## config.mk

```make
export PLATFORM = sky130hd
export DESIGN_NAME = alu_op_sequencer
export DESIGN_NICKNAME = d
export VERILOG_FILES = /design/src/rtl/alu_op_sequencer.sv
export SDC_FILE = /design/constraint.sdc
export NUM_CORES = 1
export LEC_CHECK = 0
export ABC_AREA = 1
export CAP_MARGIN = 10
export CORE_ASPECT_RATIO = 1.5
export CORE_UTILIZATION = 43
export CTS_CLUSTER_SIZE = 25
export DETAILED_ROUTE_END_ITERATION = 8
export MAX_ROUTING_LAYER = met4
export PLACE_DENSITY = 0.81
export SYNTH_ARGS = -nofsm -noshare
export SYNTH_HDL_FRONTEND = slang
export SYNTH_SLANG_ARGS = --single-unit
```

## constraint.sdc

```tcl
create_clock -name clk -period 1.6 [get_ports clk]
set_clock_uncertainty 0.05 [all_clocks]
set_input_delay 0.4 -clock clk [delete_from_list [all_inputs] [get_ports clk]]
set_output_delay 0.4 -clock clk [all_outputs]
set_load 0.03 [all_outputs]
```

## src/rtl/alu_op_sequencer.sv

```systemverilog
// Function-code sequencer for the ALU datapath: single-cycle ops pass straight through,
// MULTU/DIVU run for a parametrised number of cycles and finish with a one-cycle HI/LO write.
module alu_op_sequencer #(
  parameter int unsigned       FUNC_W     = 6,
  parameter int unsigned       MUL_CYCLES = 32,
  parameter int unsigned       DIV_CYCLES = 32,
  parameter int unsigned       CNT_W      = 6,
  parameter logic [FUNC_W-1:0] IDLE_CODE  = '0,
  parameter logic [FUNC_W-1:0] HILO_CODE  = '1
) (
  input  logic              clk,
  input  logic              rst_n,
  input  logic              start,
  input  logic [FUNC_W-1:0] func,
  input  logic              flush,
  output logic              ready,
  output logic              busy,
  output logic [FUNC_W-1:0] sig_alu,
  output logic [FUNC_W-1:0] sig_sht,
  output logic [FUNC_W-1:0] sig_mul,
  output logic [FUNC_W-1:0] sig_mux,
  output logic              hilo_we,
  output logic              done
);

  localparam logic [FUNC_W-1:0] MULTU_CODE = FUNC_W'(25);
  localparam logic [FUNC_W-1:0] DIVU_CODE  = FUNC_W'(27);

  typedef enum logic [1:0] {
    IDLE,
    MUL_RUN,
    DIV_RUN,
    HILO_WB
  } state_e;

  state_e            state_q, state_d;
  logic [CNT_W-1:0]  cnt_q, cnt_d;
  logic [FUNC_W-1:0] sig_q, sig_d;
  logic              hilo_we_q, hilo_we_d;
  logic              done_q, done_d;

  always_comb begin
    state_d   = state_q;
    cnt_d     = cnt_q;
    sig_d     = IDLE_CODE;
    hilo_we_d = 1'b0;
    done_d    = 1'b0;
    if (flush) begin
      state_d = IDLE;
      cnt_d   = '0;
    end else begin
      unique case (state_q)
        IDLE: begin
          if (start) begin
            if (func == MULTU_CODE) begin
              state_d = MUL_RUN;
              cnt_d   = CNT_W'(MUL_CYCLES - 1);
              sig_d   = MULTU_CODE;
            end else if (func == DIVU_CODE) begin
              state_d = DIV_RUN;
              cnt_d   = CNT_W'(DIV_CYCLES - 1);
              sig_d   = DIVU_CODE;
            end else begin
              sig_d  = func;
              done_d = 1'b1;
            end
          end
        end
        MUL_RUN, DIV_RUN: begin
          // counter reaching zero marks the last execute cycle; it never wraps
          if (cnt_q == '0) begin
            state_d   = HILO_WB;
            sig_d     = HILO_CODE;
            hilo_we_d = 1'b1;
            done_d    = 1'b1;
          end else begin
            cnt_d = cnt_q - CNT_W'(1);
            sig_d = (state_q == MUL_RUN) ? MULTU_CODE : DIVU_CODE;
          end
        end
        HILO_WB: state_d = IDLE;
        default: state_d = IDLE;
      endcase
    end
  end

  always_ff @(posedge clk) begin
    if (!rst_n) begin
      state_q   <= IDLE;
      cnt_q     <= '0;
      sig_q     <= IDLE_CODE;
      hilo_we_q <= 1'b0;
      done_q    <= 1'b0;
    end else begin
      state_q   <= state_d;
      cnt_q     <= cnt_d;
      sig_q     <= sig_d;
      hilo_we_q <= hilo_we_d;
      done_q    <= done_d;
    end
  end

  assign ready   = (state_q == IDLE);
  assign busy    = (state_q != IDLE);
  assign sig_alu = sig_q;
  assign sig_sht = sig_q;
  assign sig_mul = sig_q;
  assign sig_mux = sig_q;
  assign hilo_we = hilo_we_q;
  assign done    = done_q;

endmodule

```

==> results of run 1 <==
cell families after synthesis:
| group | after synthesis | share of synthesized area [%] |
|---|---|---|
| AO/OA/AOI/OAI | 15 | 9.454 |
| adder cells (fa/ha/maj) | 6 | 7.273 |
| buffers and inverters | 38 | 21.21 |
| flip-flops | 16 | 31.03 |
| AND/OR/NAND/NOR | 70 | 31.03 |
repair_timing:
| item | CTS | global route |
|---|---|---|
| endpoints found under the setup margin | 28 | 4 |
| gates resized for setup | 32 | 3 |
| pin swaps | 1 | 0 |
| buffers inserted | 2 | 1 |
synthesized netlist by cell type:
cell / instances / area [um2]
sky130_fd_sc_hd__a21oi_1: 6 / 30.03
sky130_fd_sc_hd__a21oi_2: 6 / 52.55
sky130_fd_sc_hd__buf_2: 1 / 5.000
sky130_fd_sc_hd__buf_4: 18 / 135.1
sky130_fd_sc_hd__buf_6: 1 / 11.26
sky130_fd_sc_hd__clkinv_1: 1 / 3.750
sky130_fd_sc_hd__dfxtp_1: 16 / 320.3
sky130_fd_sc_hd__ha_1: 6 / 75.07
sky130_fd_sc_hd__inv_1: 14 / 52.55
sky130_fd_sc_hd__inv_2: 3 / 11.26
sky130_fd_sc_hd__nand2_1: 37 / 138.9
sky130_fd_sc_hd__nand2_2: 1 / 6.260
sky130_fd_sc_hd__nand2_4: 3 / 33.78
sky130_fd_sc_hd__nand3_1: 13 / 65.06
sky130_fd_sc_hd__nand3_2: 1 / 10.01
sky130_fd_sc_hd__nor2_1: 11 / 41.29
sky130_fd_sc_hd__nor2_2: 2 / 12.51
sky130_fd_sc_hd__o21ai_0: 2 / 10.01
sky130_fd_sc_hd__o21ai_1: 1 / 5.000
sky130_fd_sc_hd__or2_1: 2 / 12.51
stage by stage:
step	cells	worst slack (ns)
finish	197	0.06294
global route	197	0.01320
CTS	196	0.03486
detailed placement	190	-0.1838
global placement	190	-0.1380
floorplan	145	0.1207
area by class of cell:
type / instances / share of cell area [%]
repair buffers: 45 / 29.11
multi-input cells: 91 / 37.47
inverters: 18 / 4.959
flip-flops and latches: 16 / 23.69
clock buffers: 4 / 2.663
well taps: 23 / 2.112
per-layer routing:
metal	share of wire, %	track usage, %	vias up	routed length, um
met5	0	-	-	0
met4	2.6	7.834	0	59
met3	5.5	2.601	7	126
met2	54	38.62	45	1231
met1	38	17.86	447	868
li1	-	-	491	-
sequential cells by signal, indices dropped and copies added, names as in the netlist:
register and count:
cnt_q 6, done 1, hilo_we 1, sig_alu 6
state_q 2
cells in the final DEF (no fill, tap or decap), drive strengths merged:
master         synthesis  layout
a21oi                 12      12
buf                   20      10
clkbuf                 0       4
clkdlybuf4s50          0       9
clkinv                 1       1
dfxtp                 16      16
dlygate4sd2            0      26
ha                     6       6
inv                   17      17
nand2                 41      41
nand3                 14      14
nor2                  13      13
o21ai                  3       3
or2                    2       2
power groups by stage:
stage / combinational, W / sequential, W / clock, W
after floorplan: 0.000144 / 0.000441 / 0
after global placement: 0.000227 / 0.000427 / 0
after detailed placement: 0.000231 / 0.000428 / 0
after CTS: 0.000220 / 0.000418 / 0.000279
after global routing: 0.000240 / 0.000420 / 0.000295
final: 0.000222 / 0.000418 / 0.000276
worst paths after layout:
kind | startpoint | depth (start not counted) | slack, ns | end
setup / recovery | state_q[0]$_SDFFE_PP0P_ | 4 | 0.06 | busy
hold / removal | cnt_q[1]$_SDFFE_PP0P_ | 2 | 0.43 | cnt_q[1]$_SDFFE_PP0P_
setup reg to reg | state_q[1]$_SDFFE_PP0P_ | 9 | 0.19 | cnt_q[5]$_SDFFE_PP0P_
hold reg to reg | cnt_q[1]$_SDFFE_PP0P_ | 2 | 0.43 | cnt_q[1]$_SDFFE_PP0P_
worst max-delay path, delay by kind of cell (launching register included):
family | cells | cell delay [ns]
flops | 1 | 0.37
fa+ha+maj | 1 | 0.17
buf+inv | 3 | 0.26
==> results.toml, run 1 <==
[worst_setup_path]
worst_setup_path_start_kind = "flop"
timing.critical_path.slowest_cell_delay_ns = 0.37
timing.critical_path.cells = "inv_2 -> ha_4 -> inv_2 -> buf_6"
arrival_ns = 1.09
critPathMostFrequentCell = "sky130_fd_sc_hd__inv_2"
max_stage_delay_cell_worst_path = "sky130_fd_sc_hd__dfxtp_2"
cp-end-kind = "output port"
crit_path_class = "flop to output port"
critical_path_rt_ns = 1.15
worstPathMaxFanout = 4

[global_routing]
global_route.overflow_total = 0
grtUsageTotal_pct = 19.03
first_global_vias = 884
grt_antenna_before_repair = 0
grt_first_pass_wirelength_um = 3643
maximum_number_of_pins_on_one_net_before_global_route_repair = 10

[timing]
hold_viol_final = 0
timing_max_transition_violations_final = 0
timing.final.crit_share_pct = 96.07
timing.hold.ws_ns = 0.4311
setup_total_negative_slack_ns = 0
worst-slew-pin-transition_ns = 0.3766
rsz0062_at_grt = "no"
fmax_mhz = 650.6
final-setup-viol-count = 0
timing.max_slew.rel_slack_pct = 74.89
final_period_minus_worst_setup_slack_ns = 1.537

[clocking]
tritoncts = "done"
cts_inserted_buffers = 3
cts_num_sinks = 16
insertion_delay_to_the_later_sink_of_the_worst_skew_pair_ns = 0.29
cts_buffer_depth = 2
cts_hold_buffers = 0
clock-root-buffer = "sky130_fd_sc_hd__clkbuf_4"
htree_levels = 1
clk_pin_slew_ns = 0.10

[power]
powerDensity_nw_per_um2 = 672.1
power.ir.vdd_worst_mv = 0.4628
internal_power_w = 0.0006334
clock_network_fraction_of_design_power_pct = 30.1
static-leakage-power_nw = 0.7189
comb_power_share_pct = 24.3
power_switching_w = 0.0002824
design_power_total_w = 0.0009158
seq_power_share_pct = 45.6
power.share.switching_pct = 30.84

[layout]
final_nets = 191
area_growth_pct = 32.00
fillCellCount = 200
post_route_cells_drive_above_1_share_pct = 21.84
antenna_cells_inserted = 0
ff_latch_area_um2 = 322.8
final_design_area_no_fill_um2 = 1363
multi_input_comb_area_um2 = 510.5
layout.core_utilization_pct = 60.30

[drt]
via_count = 990
detail_route.first_pass.iterations = 5
route.antenna.remaining_nets = 0
post_drt_via_cell_ratio = 5.025
detail_route.iter0.violations = 22
detail_route.wl_per_cell_um = 11.60
drt_drc_violations_left = 0
routed_wl_um = 2285

[floorplan]
ios = 38
core_area_um2 = 2260
initial_core_util_pct = 45.68
chipWidth_um = 42.01
die_height_um = 62.01
fp-row-count = 21
area_of_the_die_um2 = 2605

[yosys]
synth.net_count = 161
syn-instance-count = 145
syn-cell-area_um2 = 1032
seq_cells_post_synth = 16
ys_seq_area_share_pct = 31.03
yosysUniqueCellTypes = 20
synth_warnings = 0
synth_area_per_cell_um2 = 7.119

[placement]
dp_hpwl_um = 1730
place_area_um2 = 1315
gp_congestion = 0.8260
buffer_ports.inserted = 37

[run]
max_cap_violations = 0

[hold_path]
min_path_type = "flop to flop"

[status]
outcome = "completed"
Power figures use the tool's default switching activity.
==> run 2, diff against run 1 <==
--- a/config.mk
+++ b/config.mk
@@ -6,7 +6,7 @@
 export NUM_CORES = 1
 export LEC_CHECK = 0
 export ABC_AREA = 1
-export CAP_MARGIN = 10
+export CAP_MARGIN = 5
 export CORE_ASPECT_RATIO = 1.5
 export CORE_UTILIZATION = 43
 export CTS_CLUSTER_SIZE = 25
==> results of run 2 <==
No change in the layout: final DEF, timing and power equal those of run 1.
==> run 3, diff against run 2 <==
--- a/config.mk
+++ b/config.mk
@@ -8,11 +8,11 @@
 export ABC_AREA = 1
 export CAP_MARGIN = 5
 export CORE_ASPECT_RATIO = 1.5
-export CORE_UTILIZATION = 43
+export CORE_UTILIZATION = 39
 export CTS_CLUSTER_SIZE = 25
 export DETAILED_ROUTE_END_ITERATION = 8
 export MAX_ROUTING_LAYER = met4
-export PLACE_DENSITY = 0.81
+export PLACE_DENSITY = 0.77
 export SYNTH_ARGS = -nofsm -noshare
 export SYNTH_HDL_FRONTEND = slang
 export SYNTH_SLANG_ARGS = --single-unit
==> constraint.sdc (replaced) <==
create_clock -name clk -period 1.3 [get_ports clk]
set_clock_uncertainty 0.05 [all_clocks]
set_input_delay 0.325 -clock clk [delete_from_list [all_inputs] [get_ports clk]]
set_output_delay 0.325 -clock clk [all_outputs]
set_load 0.03 [all_outputs]
==> run 3 against run 2 <==
The run now ends with DRC, setup timing left. Setup slack worse by 0.19 ns. Sequential share of layout area shrank 2.9 points. Clock power rose by 24%. Utilization rose by 2.8 points. Critical path type unchanged. Largest power group unchanged. Highest routed layer unchanged.
==> results.toml, run 3 (synthesis gave the netlist of run 1 again) <==
[floorplan]
fp-row-count = 22
core_area_um2 = 2477
initial_core_util_pct = 41.67
area_of_the_die_um2 = 2861
ios = 38
chipWidth_um = 44.01
die_height_um = 65.01

[worst_setup_path]
regToRegStartpoint = "state_q[1]$_SDFFE_PP0P_"
timing.critical_path.slowest_cell_delay_ns = 0.36
worst-r2r-cell-count = 8
setup.worst_path.end = "ready"
worstPathMaxFanout = 3
cpLargestDelayFamily = "flip-flops"
crit-reg2reg-capture = "sig_alu[5]$_SDFF_PP0_"
critPathBufInv = 2
timing.critical_path.cells = "inv_2 -> ha_4 -> buf_4"
arrival_ns = 1.05
worst-r2r-setup-slack_ns = -0.03
critical_path_rt_ns = 0.93
cp-end-kind = "output port"
worst-path-stages = 3
worst_setup_path_start_kind = "flop"
crit_path_class = "flop to output port"
max_stage_delay_cell_worst_path = "sky130_fd_sc_hd__dfxtp_2"
worst_setup_startpoint = "state_q[0]$_SDFFE_PP0P_"

[clocking]
clock-root-buffer = "sky130_fd_sc_hd__clkbuf_4"
htree_levels = 1
insertion_delay_to_the_later_sink_of_the_worst_skew_pair_ns = 0.30
cts_hold_buffers = 0
cts_inserted_buffers = 3
cts_buffer_depth = 2
tritoncts = "done"
clk_pin_slew_ns = 0.10
cts_num_sinks = 16

[timing]
final_period_minus_worst_setup_slack_ns = 1.429
layout_setup_ws_ns = -0.1289
final-setup-viol-count = 12
timing.final.crit_share_pct = 109.9
timing.max_slew.rel_slack_pct = 85.25
worst-slew-pin-transition_ns = 0.2210
rsz0062_at_grt = "yes"
fmax_mhz = 699.8
timing_max_transition_violations_final = 0
hold_viol_final = 0

[placement]
placed_cells = 198
gp_congestion = 0.8123
place_area_um2 = 1326
buffer_ports.inserted = 37
dp_hpwl_um = 1768

[drt]
routed_wl_um = 2656
detail_route.first_pass.iterations = 8
route.antenna.remaining_nets = 0
detail_route.iter0.violations = 28
via_count = 1068
drt_drc_violations_left = 7
post_drt_via_cell_ratio = 5.038
detail_route.wl_per_cell_um = 12.53

[hold_path]
min_path_type = "input pin to flop"

[power]
powerDensity_nw_per_um2 = 771.6
power.ir.vdd_worst_mv = 0.4593
design_power_total_w = 0.001207
static-leakage-power_nw = 0.7629

[global_routing]
grtUsageTotal_pct = 19.17
global_route.overflow_total = 0
grt_antenna_before_repair = 0
grt_first_pass_wirelength_um = 3919
first_global_vias = 959
maximum_number_of_pins_on_one_net_before_global_route_repair = 10

[layout]
area_growth_pct = 51.52
antenna_cells_inserted = 0
layout.core_utilization_pct = 63.13
layoutNonFillerInstCount = 212
final_nets = 205
post_route_cells_drive_above_1_share_pct = 51.06
final_design_area_no_fill_um2 = 1564
layout_commonest_cell = "sky130_fd_sc_hd__buf_4"
final_cell_mix = "48 x sky130_fd_sc_hd__buf_4, 31 x sky130_fd_sc_hd__nand2_1, 12 x sky130_fd_sc_hd__dfxtp_1"

[status]
failing_checks = "DRC, setup timing"
outcome = "complete, but fails checks"

[run]
max_cap_violations = 0
run 3: changes by cell type in the layout (fill, tap and decap cells not counted), moves of 5 or more:
cell and change:
sky130_fd_sc_hd__buf_4 +39, sky130_fd_sc_hd__dlygate4sd2_1 -21, sky130_fd_sc_hd__clkdlybuf4s50_1 -5, sky130_fd_sc_hd__nand2_1 -5
run 3: worst min-delay path: cells and delay by family:
family                 cells  cell delay, ns
AO/OA/AOI/OAI              1            0.05
buffers and inverters      1            0.25
AND/OR/NAND/NOR            1            0.07
run 3: final cells by class:
cell class	instances	area, um2
well taps	24	30.03
fillers	225	913.4
inverters	18	75.07
multi-input cells	92	641.9
clock buffers	4	36.28
flip-flops and latches	16	325.3
repair buffers	58	455.4
run 3: how the worst min path moves through the flow:
stage	from	to	slack, ns	cells after the start
2_1_floorplan	cnt_q[0]$_SDFFE_PP0P_	cnt_q[0]$_SDFFE_PP0P_	0.40	2
3_3_place_gp	cnt_q[0]$_SDFFE_PP0P_	cnt_q[0]$_SDFFE_PP0P_	0.41	2
3_5_place_dp	cnt_q[0]$_SDFFE_PP0P_	cnt_q[0]$_SDFFE_PP0P_	0.42	2
4_1_cts	func[2]	sig_alu[2]$_SDFF_PP0_	0.38	3
5_1_grt	func[2]	sig_alu[2]$_SDFF_PP0_	0.38	3
6_report	func[4]	sig_alu[4]$_SDFF_PP0_	0.38	3
run 3: timing repair:
item	CTS	global route
setup endpoints to repair	13	16
cloned	1	0
resized for setup	26	15
pin swaps	11	3
buffers inserted	9	0
run 3: routing by layer:
metal  GRT usage, %  routed length [um]  up-vias  part of all wire (%)
li1               -                   -      524                     -
met1          14.51                 931      500                    35
met2          38.60                1520       40                    57
met3          3.343                 157        4                   5.9
met4          10.98                  46        0                   1.7
met5              -                   0        -                     0
run 3: report_power, final:
group,switching [W],internal [W]
sequential,0.0000125,0.000504
combinational,0.000199,0.000148
clock,0.000172,0.000171
run 3: per-stage QoR:
step                      hold slack, ns  setup TNS, ns  setup WS (ns)
after floorplan                   0.4016              0       0.001842
after global placement            0.4140         -4.610        -0.3797
after detailed placement          0.4175         -5.339        -0.4659
after CTS                         0.3822        -0.2607        -0.1232
after global routing              0.3827         -1.210        -0.1519
final                             0.3779        -0.4697        -0.1289
